$ cat src/rtl/can_err_frame_tx.sv
// CAN error frame transmitter: drives the active/passive error flag, watches flag
// superposition, then sends delimiter and intermission. Optional overload frames via CAN_ERR_OVERLOAD_EN.
module can_err_frame_tx #(
    parameter int FLAG_LEN  = 6,
    parameter int DELIM_LEN = 8,
    parameter int INTER_LEN = 3
) (
    input  logic       clk,
    input  logic       nRST,
    input  logic       tx_strobe,
    input  logic       bitstrobe,
    input  logic       curr_sample,
    input  logic       start_err_tx,
    input  logic [1:0] error_state,
    input  logic       is_transmitter,
`ifdef CAN_ERR_OVERLOAD_EN
    input  logic       start_ovld,
`endif
    output logic       tx_out,
    output logic       err_busy,
    output logic       err_done,
    output logic [1:0] rx_code,
    output logic [1:0] tx_code
);

    localparam int FW = $clog2(FLAG_LEN + 1);
    localparam int DW = $clog2(DELIM_LEN + 1);
    localparam int IW = $clog2(INTER_LEN + 1);

    localparam logic [FW-1:0] FLAG_MAX  = FW'(FLAG_LEN);
    localparam logic [FW-1:0] F_ZERO    = FW'(0);
    localparam logic [FW-1:0] F_ONE     = FW'(1);
    localparam logic [DW-1:0] DELIM_MAX = DW'(DELIM_LEN);
    localparam logic [DW-1:0] D_ZERO    = DW'(0);
    localparam logic [DW-1:0] D_ONE     = DW'(1);
    localparam logic [IW-1:0] INTER_MAX = IW'(INTER_LEN);
    localparam logic [IW-1:0] I_ZERO    = IW'(0);
    localparam logic [IW-1:0] I_ONE     = IW'(1);

    localparam logic [2:0] ST_IDLE     = 3'd0;
    localparam logic [2:0] ST_FLAG     = 3'd1;
    localparam logic [2:0] ST_WAIT_REC = 3'd2;
    localparam logic [2:0] ST_DELIM    = 3'd3;
    localparam logic [2:0] ST_INTER    = 3'd4;

    logic [2:0]    state_r,    state_n;
    logic          passive_r,  passive_n;
    logic          is_tx_r,    is_tx_n;
    logic          ovld_r,     ovld_n;
    logic [FW-1:0] bit_cnt_r,  bit_cnt_n;
    logic [FW-1:0] eq_cnt_r,   eq_cnt_n;
    logic          last_smp_r, last_smp_n;
    logic [3:0]    dom_cnt_r,  dom_cnt_n;
    logic          first_r,    first_n;
    logic [DW-1:0] del_cnt_r,  del_cnt_n;
    logic [IW-1:0] int_cnt_r,  int_cnt_n;
    logic          tx_out_r,   tx_out_n;
    logic          busy_r,     busy_n;
    logic          done_r,     done_n;
    logic [1:0]    rx_code_r,  rx_code_n;
    logic [1:0]    tx_code_r,  tx_code_n;

    logic          start_err_s;
    logic          start_ovld_s;
    logic          enter_s;
    logic [3:0]    dom_sum_s;
    logic          hit8_s;

    assign start_err_s = start_err_tx & ~error_state[1];
`ifdef CAN_ERR_OVERLOAD_EN
    assign start_ovld_s = start_ovld & ~error_state[1];
`else
    assign start_ovld_s = 1'b0;
`endif

    // Next-state: sample processing at bitstrobe first, then drive at tx_strobe, bus-off last
    always_comb begin
        state_n    = state_r;
        passive_n  = passive_r;
        is_tx_n    = is_tx_r;
        ovld_n     = ovld_r;
        bit_cnt_n  = bit_cnt_r;
        eq_cnt_n   = eq_cnt_r;
        last_smp_n = last_smp_r;
        dom_cnt_n  = dom_cnt_r;
        first_n    = first_r;
        del_cnt_n  = del_cnt_r;
        int_cnt_n  = int_cnt_r;
        tx_out_n   = tx_out_r;
        rx_code_n  = rx_code_r;
        tx_code_n  = tx_code_r;
        done_n     = 1'b0;
        enter_s    = 1'b0;
        dom_sum_s  = dom_cnt_r + 4'd1;
        hit8_s     = (dom_sum_s == 4'd8);

        if (bitstrobe) begin
            rx_code_n = 2'b00;
            tx_code_n = 2'b00;
            case (state_r)
                ST_IDLE, ST_INTER: begin
                    if (start_err_s) begin
                        enter_s   = 1'b1;
                        state_n   = ST_FLAG;
                        passive_n = error_state[0];
                        is_tx_n   = is_transmitter;
                        ovld_n    = 1'b0;
                    end else if (start_ovld_s) begin
                        enter_s   = 1'b1;
                        state_n   = ST_FLAG;
                        passive_n = 1'b0;
                        is_tx_n   = is_transmitter;
                        ovld_n    = 1'b1;
                    end else if (state_r == ST_INTER) begin
                        int_cnt_n = int_cnt_r + I_ONE;
                        if (int_cnt_n == INTER_MAX) begin
                            state_n = ST_IDLE;
                            done_n  = 1'b1;
                        end else begin
                            state_n = ST_INTER;
                        end
                    end else begin
                        state_n = ST_IDLE;
                    end
                end
                ST_FLAG: begin
                    if (passive_r) begin
                        // Passive flag ends after FLAG_LEN equal samples, whatever their value
                        if (eq_cnt_r == F_ZERO || curr_sample != last_smp_r) begin
                            eq_cnt_n = F_ONE;
                        end else if (eq_cnt_r < FLAG_MAX) begin
                            eq_cnt_n = eq_cnt_r + F_ONE;
                        end else begin
                            eq_cnt_n = eq_cnt_r;
                        end
                        last_smp_n = curr_sample;
                    end else begin
                        eq_cnt_n = eq_cnt_r;
                    end
                    if ((passive_r && eq_cnt_n == FLAG_MAX) || (!passive_r && bit_cnt_r == FLAG_MAX)) begin
                        state_n   = ST_WAIT_REC;
                        first_n   = 1'b1;
                        dom_cnt_n = 4'd0;
                    end else begin
                        state_n = ST_FLAG;
                    end
                end
                ST_WAIT_REC: begin
                    first_n = 1'b0;
                    if (curr_sample) begin
                        del_cnt_n = D_ONE;
                        int_cnt_n = I_ZERO;
                        state_n   = (DELIM_LEN <= 1) ? ST_INTER : ST_DELIM;
                    end else begin
                        dom_cnt_n = hit8_s ? 4'd0 : dom_sum_s;
                        if (!ovld_r && !is_tx_r && (first_r || hit8_s)) begin
                            rx_code_n = 2'b10;
                        end else begin
                            rx_code_n = 2'b00;
                        end
                        if (!ovld_r && is_tx_r && hit8_s) begin
                            tx_code_n = 2'b10;
                        end else begin
                            tx_code_n = 2'b00;
                        end
                    end
                end
                ST_DELIM: begin
                    if (curr_sample) begin
                        del_cnt_n = del_cnt_r + D_ONE;
                        if (del_cnt_n == DELIM_MAX) begin
                            state_n   = ST_INTER;
                            int_cnt_n = I_ZERO;
                        end else begin
                            state_n = ST_DELIM;
                        end
                    end else begin
                        enter_s   = 1'b1;
                        state_n   = ST_FLAG;
                        passive_n = ovld_r ? 1'b0 : error_state[0];
                    end
                end
                default: begin
                    state_n = ST_IDLE;
                end
            endcase
        end else begin
            rx_code_n = rx_code_r;
            tx_code_n = tx_code_r;
        end

        if (enter_s) begin
            bit_cnt_n  = F_ZERO;
            eq_cnt_n   = F_ZERO;
            last_smp_n = 1'b1;
            dom_cnt_n  = 4'd0;
            first_n    = 1'b0;
            del_cnt_n  = D_ZERO;
            int_cnt_n  = I_ZERO;
        end else begin
            first_n = first_n;
        end

        if (tx_strobe) begin
            if (state_n == ST_FLAG && !passive_n && bit_cnt_n < FLAG_MAX) begin
                tx_out_n  = 1'b0;
                bit_cnt_n = bit_cnt_n + F_ONE;
            end else begin
                tx_out_n = 1'b1;
            end
        end else begin
            tx_out_n = tx_out_r;
        end

        if (error_state[1]) begin
            state_n   = ST_IDLE;
            tx_out_n  = 1'b1;
            done_n    = 1'b0;
            rx_code_n = 2'b00;
            tx_code_n = 2'b00;
        end else begin
            done_n = done_n;
        end

        busy_n = (state_n != ST_IDLE);
    end

    // State and output registers
    always_ff @(posedge clk or negedge nRST) begin
        if (!nRST) begin
            state_r    <= ST_IDLE;
            passive_r  <= 1'b0;
            is_tx_r    <= 1'b0;
            ovld_r     <= 1'b0;
            bit_cnt_r  <= F_ZERO;
            eq_cnt_r   <= F_ZERO;
            last_smp_r <= 1'b1;
            dom_cnt_r  <= 4'd0;
            first_r    <= 1'b0;
            del_cnt_r  <= D_ZERO;
            int_cnt_r  <= I_ZERO;
            tx_out_r   <= 1'b1;
            busy_r     <= 1'b0;
            done_r     <= 1'b0;
            rx_code_r  <= 2'b00;
            tx_code_r  <= 2'b00;
        end else begin
            state_r    <= state_n;
            passive_r  <= passive_n;
            is_tx_r    <= is_tx_n;
            ovld_r     <= ovld_n;
            bit_cnt_r  <= bit_cnt_n;
            eq_cnt_r   <= eq_cnt_n;
            last_smp_r <= last_smp_n;
            dom_cnt_r  <= dom_cnt_n;
            first_r    <= first_n;
            del_cnt_r  <= del_cnt_n;
            int_cnt_r  <= int_cnt_n;
            tx_out_r   <= tx_out_n;
            busy_r     <= busy_n;
            done_r     <= done_n;
            rx_code_r  <= rx_code_n;
            tx_code_r  <= tx_code_n;
        end
    end

    assign tx_out   = tx_out_r;
    assign err_busy = busy_r;
    assign err_done = done_r;
    assign rx_code  = rx_code_r;
    assign tx_code  = tx_code_r;

endmodule

$ cat config.mk
export PLATFORM = sky130hd
export DESIGN_NAME = can_err_frame_tx
export DESIGN_NICKNAME = d
export VERILOG_FILES = /design/src/rtl/can_err_frame_tx.sv
export SDC_FILE = /design/constraint.sdc
export NUM_CORES = 1
export LEC_CHECK = 0
export ABC_CLOCK_PERIOD_IN_PS = 5350
export BUFFER_PORTS_ARGS = -buffer_cell sky130_fd_sc_hd__buf_4
export CAP_MARGIN = 20
export CORE_UTILIZATION = 35
export DETAILED_ROUTE_END_ITERATION = 8
export HOLD_SLACK_MARGIN = 0.1
export SLEW_MARGIN = 30
export SYNTH_ARGS = -nofsm -noshare
export SYNTH_HDL_FRONTEND = slang
export SYNTH_SLANG_ARGS = --single-unit
$ cat constraint.sdc
create_clock -name clk -period 5.35 [get_ports clk]
set_input_delay 1.07 -clock clk [delete_from_list [all_inputs] [get_ports clk]]
set_output_delay 1.07 -clock clk [all_outputs]
set_load 0.01 [all_outputs]
==> Word-level counts from Yosys, hierarchy flattened <==
Cells that the tools add are included.
{ "op_classes": {"eq_ne": 18, "n_addsub": 5, "magnitude_cmp": 2, "n_mux": 75, "n_reduce_logical": 31, "bitwise_logic": 2} }
{ "ops": {"columns": ["op", "count"], "rows": [
  ["two-way mux 3 bit", 19],
  ["two-way mux 2 bit", 18],
  ["two-way mux 4 bit", 9],
  ["two-way mux 1 bit", 22],
  ["!= test 3 bit (second input constant)", 7],
  ["one-hot mux 4 bit (2 select lines)", 2],
  ["one-hot mux 3 bit (4 select lines)", 1],
  ["nonzero test 2 bit", 5],
  ["equality test 3 bit (second input constant)", 3],
  ["AND reduction 3 bit", 3],
  ["nonzero test 3 bit", 3],
  ["adder 4 x 1 -> 4 bit (second input constant)", 2],
  ["equality test 4 bit (second input constant)", 2],
  ["AND reduction 4 bit", 2],
  ["AND reduction 7 bit", 1],
  ["adder 3 x 1 -> 3 bit (second input constant)", 2],
  ["equality test 3 x 1 -> 1 bit (second input constant)", 2],
  ["equality test 3 x 2 -> 1 bit (second input constant)", 2],
  ["logical AND 1 bit", 6],
  ["logical NOT 3 bit", 2],
  ["less-than comparator 3 bit (second input constant)", 2],
  ["one-hot mux 1 bit (2 select lines)", 3],
  ["one-hot mux 2 bit (3 select lines)", 1],
  ["nonzero test 4 bit", 1],
  ["9 further kinds", 13]
]} }
{ "word_totals": {"wordCells": 148, "output_inout_bits": 7, "inputBits": 9, "register_bits": 30} }

==> Logic depth before layout (Yosys ltp) <==
{ "depth": {"word_depth": 18, "mapped_depth": 9, "depth_no_buf": 9} }

==> Least setup slack after synthesis <==
OpenSTA, ideal clock, no wires.
{ "synth_path": {"kind": "input to register", "startpoint": "input port error_state[1]", "endpoint": "register bit_cnt_r[1]", "setup_time_ps": 128, "t_arrival_ps": 2458, "required_time_ps": 5222, "cell_stages": 8, "setup_slack_ps": 2765, "path_buffers": 1, "cell_sequence": "buf_2 > nor2b_1 > a2bb2oi_2 > nand2b_4 > nor3b_2 > a41oi_2 > nor3_4 > mux2_1"} }
{ "synth_between": {"elab_chain_len": 10, "word_cells_on_any_way": 20, "classes_between": "1 x add/sub; 1 x order compare; 1 x eq/ne; 12 x mux; 2 x bitwise; 3 x reduce/logical"} }
{ "synth_rtl": {"columns": ["item", "line_no", "source"], "rows": [
  ["start: declaration", "14", "input logic [1:0] error_state,"],
  ["NOT 1 bit *", "69", "assign start_err_s = start_err_tx & ~error_state[1];"],
  ["bitwise AND 1 bit *", "69", null],
  ["two-way mux 1 bit / two-way mux 3 bit (equally long branches)", "102", "if (start_err_s) begin"],
  ["one-hot mux 1 bit (2 select lines) / one-hot mux 3 bit (4 select lines) (equally long branches)", "100", "case (state_r)"],
  ["two-way mux 1 bit / two-way mux 3 bit (equally long branches)", "97", "if (bitstrobe) begin"],
  ["two-way mux 3 bit, or another cell as far along", "192", "if (enter_s) begin"],
  ["less-than comparator 3 bit / logical AND 1 bit (equally long branches)", "205", "if (state_n == ST_FLAG && !passive_n && bit_cnt_n < FLAG_MAX) begin"],
  ["logical AND 1 bit", "205", null],
  ["two-way mux 3 bit", "205", null],
  ["two-way mux 3 bit *", "204", "if (tx_strobe) begin"],
  ["named net bit_cnt_n[1]", "50", "logic [FW-1:0] bit_cnt_r, bit_cnt_n;"],
  ["end signal: assignment", "252", "bit_cnt_r <= bit_cnt_n;"],
  ["end: declaration", "50", null]
]} }
Mark *: on every way through the listed nets, which the timed path passes. The rest lies on a longest branch.
A chain may end at the register's enable or synchronous reset.

==> Worst setup path in the final report <==
{ "layout_path": {"startpoint": "input port bitstrobe", "endpoint": "register bit_cnt_r[1]"} }
{ "layout_between": {"elab_chain_len": 6, "word_cells_on_any_way": 12, "classes_between": "1 x add/sub; 1 x order compare; 1 x eq/ne; 6 x mux; 3 x reduce/logical"} }
{ "layout_rtl": {"columns": ["item", "line_no", "source"], "rows": [
  ["start: declaration", "11", "input logic bitstrobe,"],
  ["two-way mux 1 bit / two-way mux 3 bit (equally long branches)", "97", null],
  ["two-way mux 3 bit, or another cell as far along", "192", null],
  ["less-than comparator 3 bit / logical AND 1 bit (equally long branches)", "205", null],
  ["logical AND 1 bit", "205", null],
  ["two-way mux 3 bit", "205", null],
  ["two-way mux 3 bit *", "204", null],
  ["named net bit_cnt_n[1]", "50", null]
]} }
Marked as above.

==> impl_metrics.json <==
{
  "status": "finished, violations left",
  "violations": "design-rule violations",
  "dp.cells": 268,
  "critical_path_class": "primary input to flip-flop",
  "slowest_stage": "mux2_1",
  "antennaDiodeCount": 0,
  "numCtsBuffers": 3,
  "drt_iter0_drc": 69,
  "n_fill_cell": 522,
  "port_buffers": 13,
  "cp_cell_sequence": "buf_4, and2b_1, nand4_1, a2bb2oi_1, nand3_2, nor3_4, mux2_1",
  "ys_types": 60,
  "synth_seq_cells": 28,
  "final_cells": 272,
  "fin_crit_ns": 2.43,
  "synth_cells": 193,
  "post_cts_buffers": 0,
  "power.density_nw_per_um2": 265,
  "timing.fmax_mhz": 412,
  "rows": 26,
  "synth_edf_count": 0,
  "grt_pass1_wl_um": 6580,
  "slowest_delay_ns": 0.34,
  "cts_tree": "built",
  "start_util_pct": 36.2,
  "final_common_cell": "dfrtp_1",
  "layout.nets": 218,
  "r2r_start": "eq_cnt_r[0]",
  "clk_pin_slew_ns": 0.10,
  "cp-startpoint": "bitstrobe",
  "htreeDepth": 1,
  "hold_class": "flip-flop to flip-flop",
  "dr.pass1.iters": 6,
  "vias": 1409,
  "max_slew_margin_pct": 55.8,
  "hold_path.startpoint": "tx_out",
  "yosys.area.top_type": "dfrtp_1",
  "critPathBufInv": 1,
  "layout_common_cells": "26 x dfrtp_1, 18 x nand2_1, 15 x nor2_1",
  "yosysTopAreaCellShare_pct": 35.2,
  "finalCritPeriodShare_pct": 45.3,
  "grt.total_usage_pct": 15.3,
  "multiInputGateArea_um2": 1060,
  "clock_path_buffers": 2,
  "ant_nets": 0,
  "crit_required_ns": 5.52,
  "yosysWarnings": 0,
  "die_x_um": 74.7,
  "critPathArrivalTime_ns": 2.60,
  "drive_above_1_share_pct": 21.3,
  "ir_drop_mv": 0.121,
  "critPathMaxFanout": 17,
  "antenna_found_initial": 0,
  "regArea_um2": 703,
  "cpLargestDelayFamily": "simple AND/OR/NAND/NOR gates",
  "clock_skew_ns": 0.00612,
  "grt_max_degree": 29,
  "ctsResizeCount": 0,
  "vias_per_cell": 5.18,
  "synthTopCellsByArea": "dfrtp_1 35%, ha_1 4.1%, nand2_1 3.7%",
  "root_buffer": "clkbuf_8",
  "dpl.hpwl_um": 2680,
  "setup_viol_count_final": 0,
  "fin_area_um2": 2030,
  "rsz0062_at_grt": "false",
  "ys.flop_type": "dfrtp_1",
  "finalHoldViolations": 0,
  "p_leak_nw": 0.875,
  "ios": 16,
  "syn2layout_area_growth_pct": 10.0,
  "cts_num_sinks": 28,
  "postSynth.asyncResetShare_pct": 100,
  "place_area_um2": 1980,
  "max_cap_violations": 0,
  "end_kind": "flip-flop",
  "gp_congestion": 0.832,
  "wl_per_cell_um": 13.2,
  "fp.dieH_um": 74.7,
  "grt_pass1_vias": 1410,
  "maxSlewViolCount": 0,
  "routed_wl_um": 3600,
  "startpoint_type": "primary input",
  "final.setup.tns_ns": 0,
  "tightest_slew_ns": 0.662,
  "cts_hold_buffers": 0,
  "grt_overflow_total": 0,
  "clock_latency_ns": 0.28,
  "dieArea_um2": 5570,
  "ys_seq_area_share_pct": 38.1,
  "drc_errors": 1,
  "syn_area_um2": 1850,
  "core_um2": 5110,
  "syn_avg_cell_area_um2": 9.58
}
## sequential cells by signal, indices dropped and copies added, names as in the netlist
name,cells
is_tx_r,1
passive_r,1
last_smp_r,1
state_r,3
err_busy,1
first_r,1
del_cnt_r,4
bit_cnt_r,3
tx_out,1
dom_cnt_r,4
eq_cnt_r,3
tx_code,1
rx_code,1
int_cnt_r,2
err_done,1
## Yosys cell counts (2+ instances only)
master,count
clkbuf_1,2
o2bb2ai_1,2
inv_1,9
and2b_1,2
o21ai_1,2
buf_2,2
ha_1,6
o21ai_0,12
o211ai_2,2
o211ai_1,2
nor3_1,6
nand3_1,4
a2bb2oi_2,2
nor2_1,15
nand2b_4,2
mux2_2,2
buf_4,4
dfstp_2,2
o21ai_2,2
nand4_1,5
nor3b_2,2
and3_1,3
a21o_1,4
nor2b_1,4
dfrtp_1,26
xnor2_1,4
a22o_1,2
nand2b_1,7
and2_1,3
a21oi_1,5
mux2i_1,2
nand2_1,18
## metrics by stage
step | setup slack [ns] | hold WS (ns) | utilization [%] | power (W)
CTS | 2.93 | 0.521 | 39.8 | 0.000545
finish | 2.92 | 0.521 | 39.8 | 0.000538
floorplan | 2.76 | 0.490 | - | 0.000373
detailed placement | 2.62 | 0.500 | 38.7 | 0.000410
global route | 2.79 | 0.589 | 39.8 | 0.000574
global placement | 2.60 | 0.511 | 38.7 | 0.000409
## power by group
group,leakage (nW),total (W),internal (W),switching (W)
sequential,0.374,0.000271,0.000239,0.0000317
clock,0.0288,0.000134,0.0000660,0.0000682
combinational,0.473,0.000133,0.0000579,0.0000753
## tightest hold or removal path: stages, from the launching register on
cell      delay, ns
dfstp_2        0.38
nor2_1         0.08
o21bai_1       0.07
## worst paths after layout
check / end / slack, ns / cells after the start
min in group asynchronous: eq_cnt_r[0] / 0.69 / 1
max in group asynchronous: tx_out / 4.36 / 1
hold / removal: tx_out / 0.52 / 2
hold reg to reg: tx_out / 0.52 / 2
setup / recovery: bit_cnt_r[1] / 2.92 / 7
setup reg to reg: bit_cnt_r[1] / 3.08 / 9
## per-layer routing
layer / vias up / track usage, % / part of all wire, %
met1: 670 / 21.3 / 49
met4: 0 / 6.50 / 1.4
met2: 24 / 24.2 / 47
met3: 5 / 2.01 / 2.9
met5: - / 0 / 0
li1: 710 / - / -
## area by class of cell
class,count,share of cell area (%)
clock buffer,4,2.71
inverter,9,1.66
multi-input combinational,148,51.9
sequential,28,34.6
tap,70,4.31
timing repair buffer,13,4.80
## cells by family after synthesis
logic type,after synthesis,synth area share [%]
multiplexers,5,2.91
flip-flops,28,38.0
AO/OA/AOI/OAI,50,22.3
XOR/XNOR,5,2.37
other,1,0.203
adder cells (fa/ha/maj),6,4.06
buffers and inverters,18,5.01
AND/OR/NAND/NOR,80,25.1
Power figures use the tool's default switching activity.
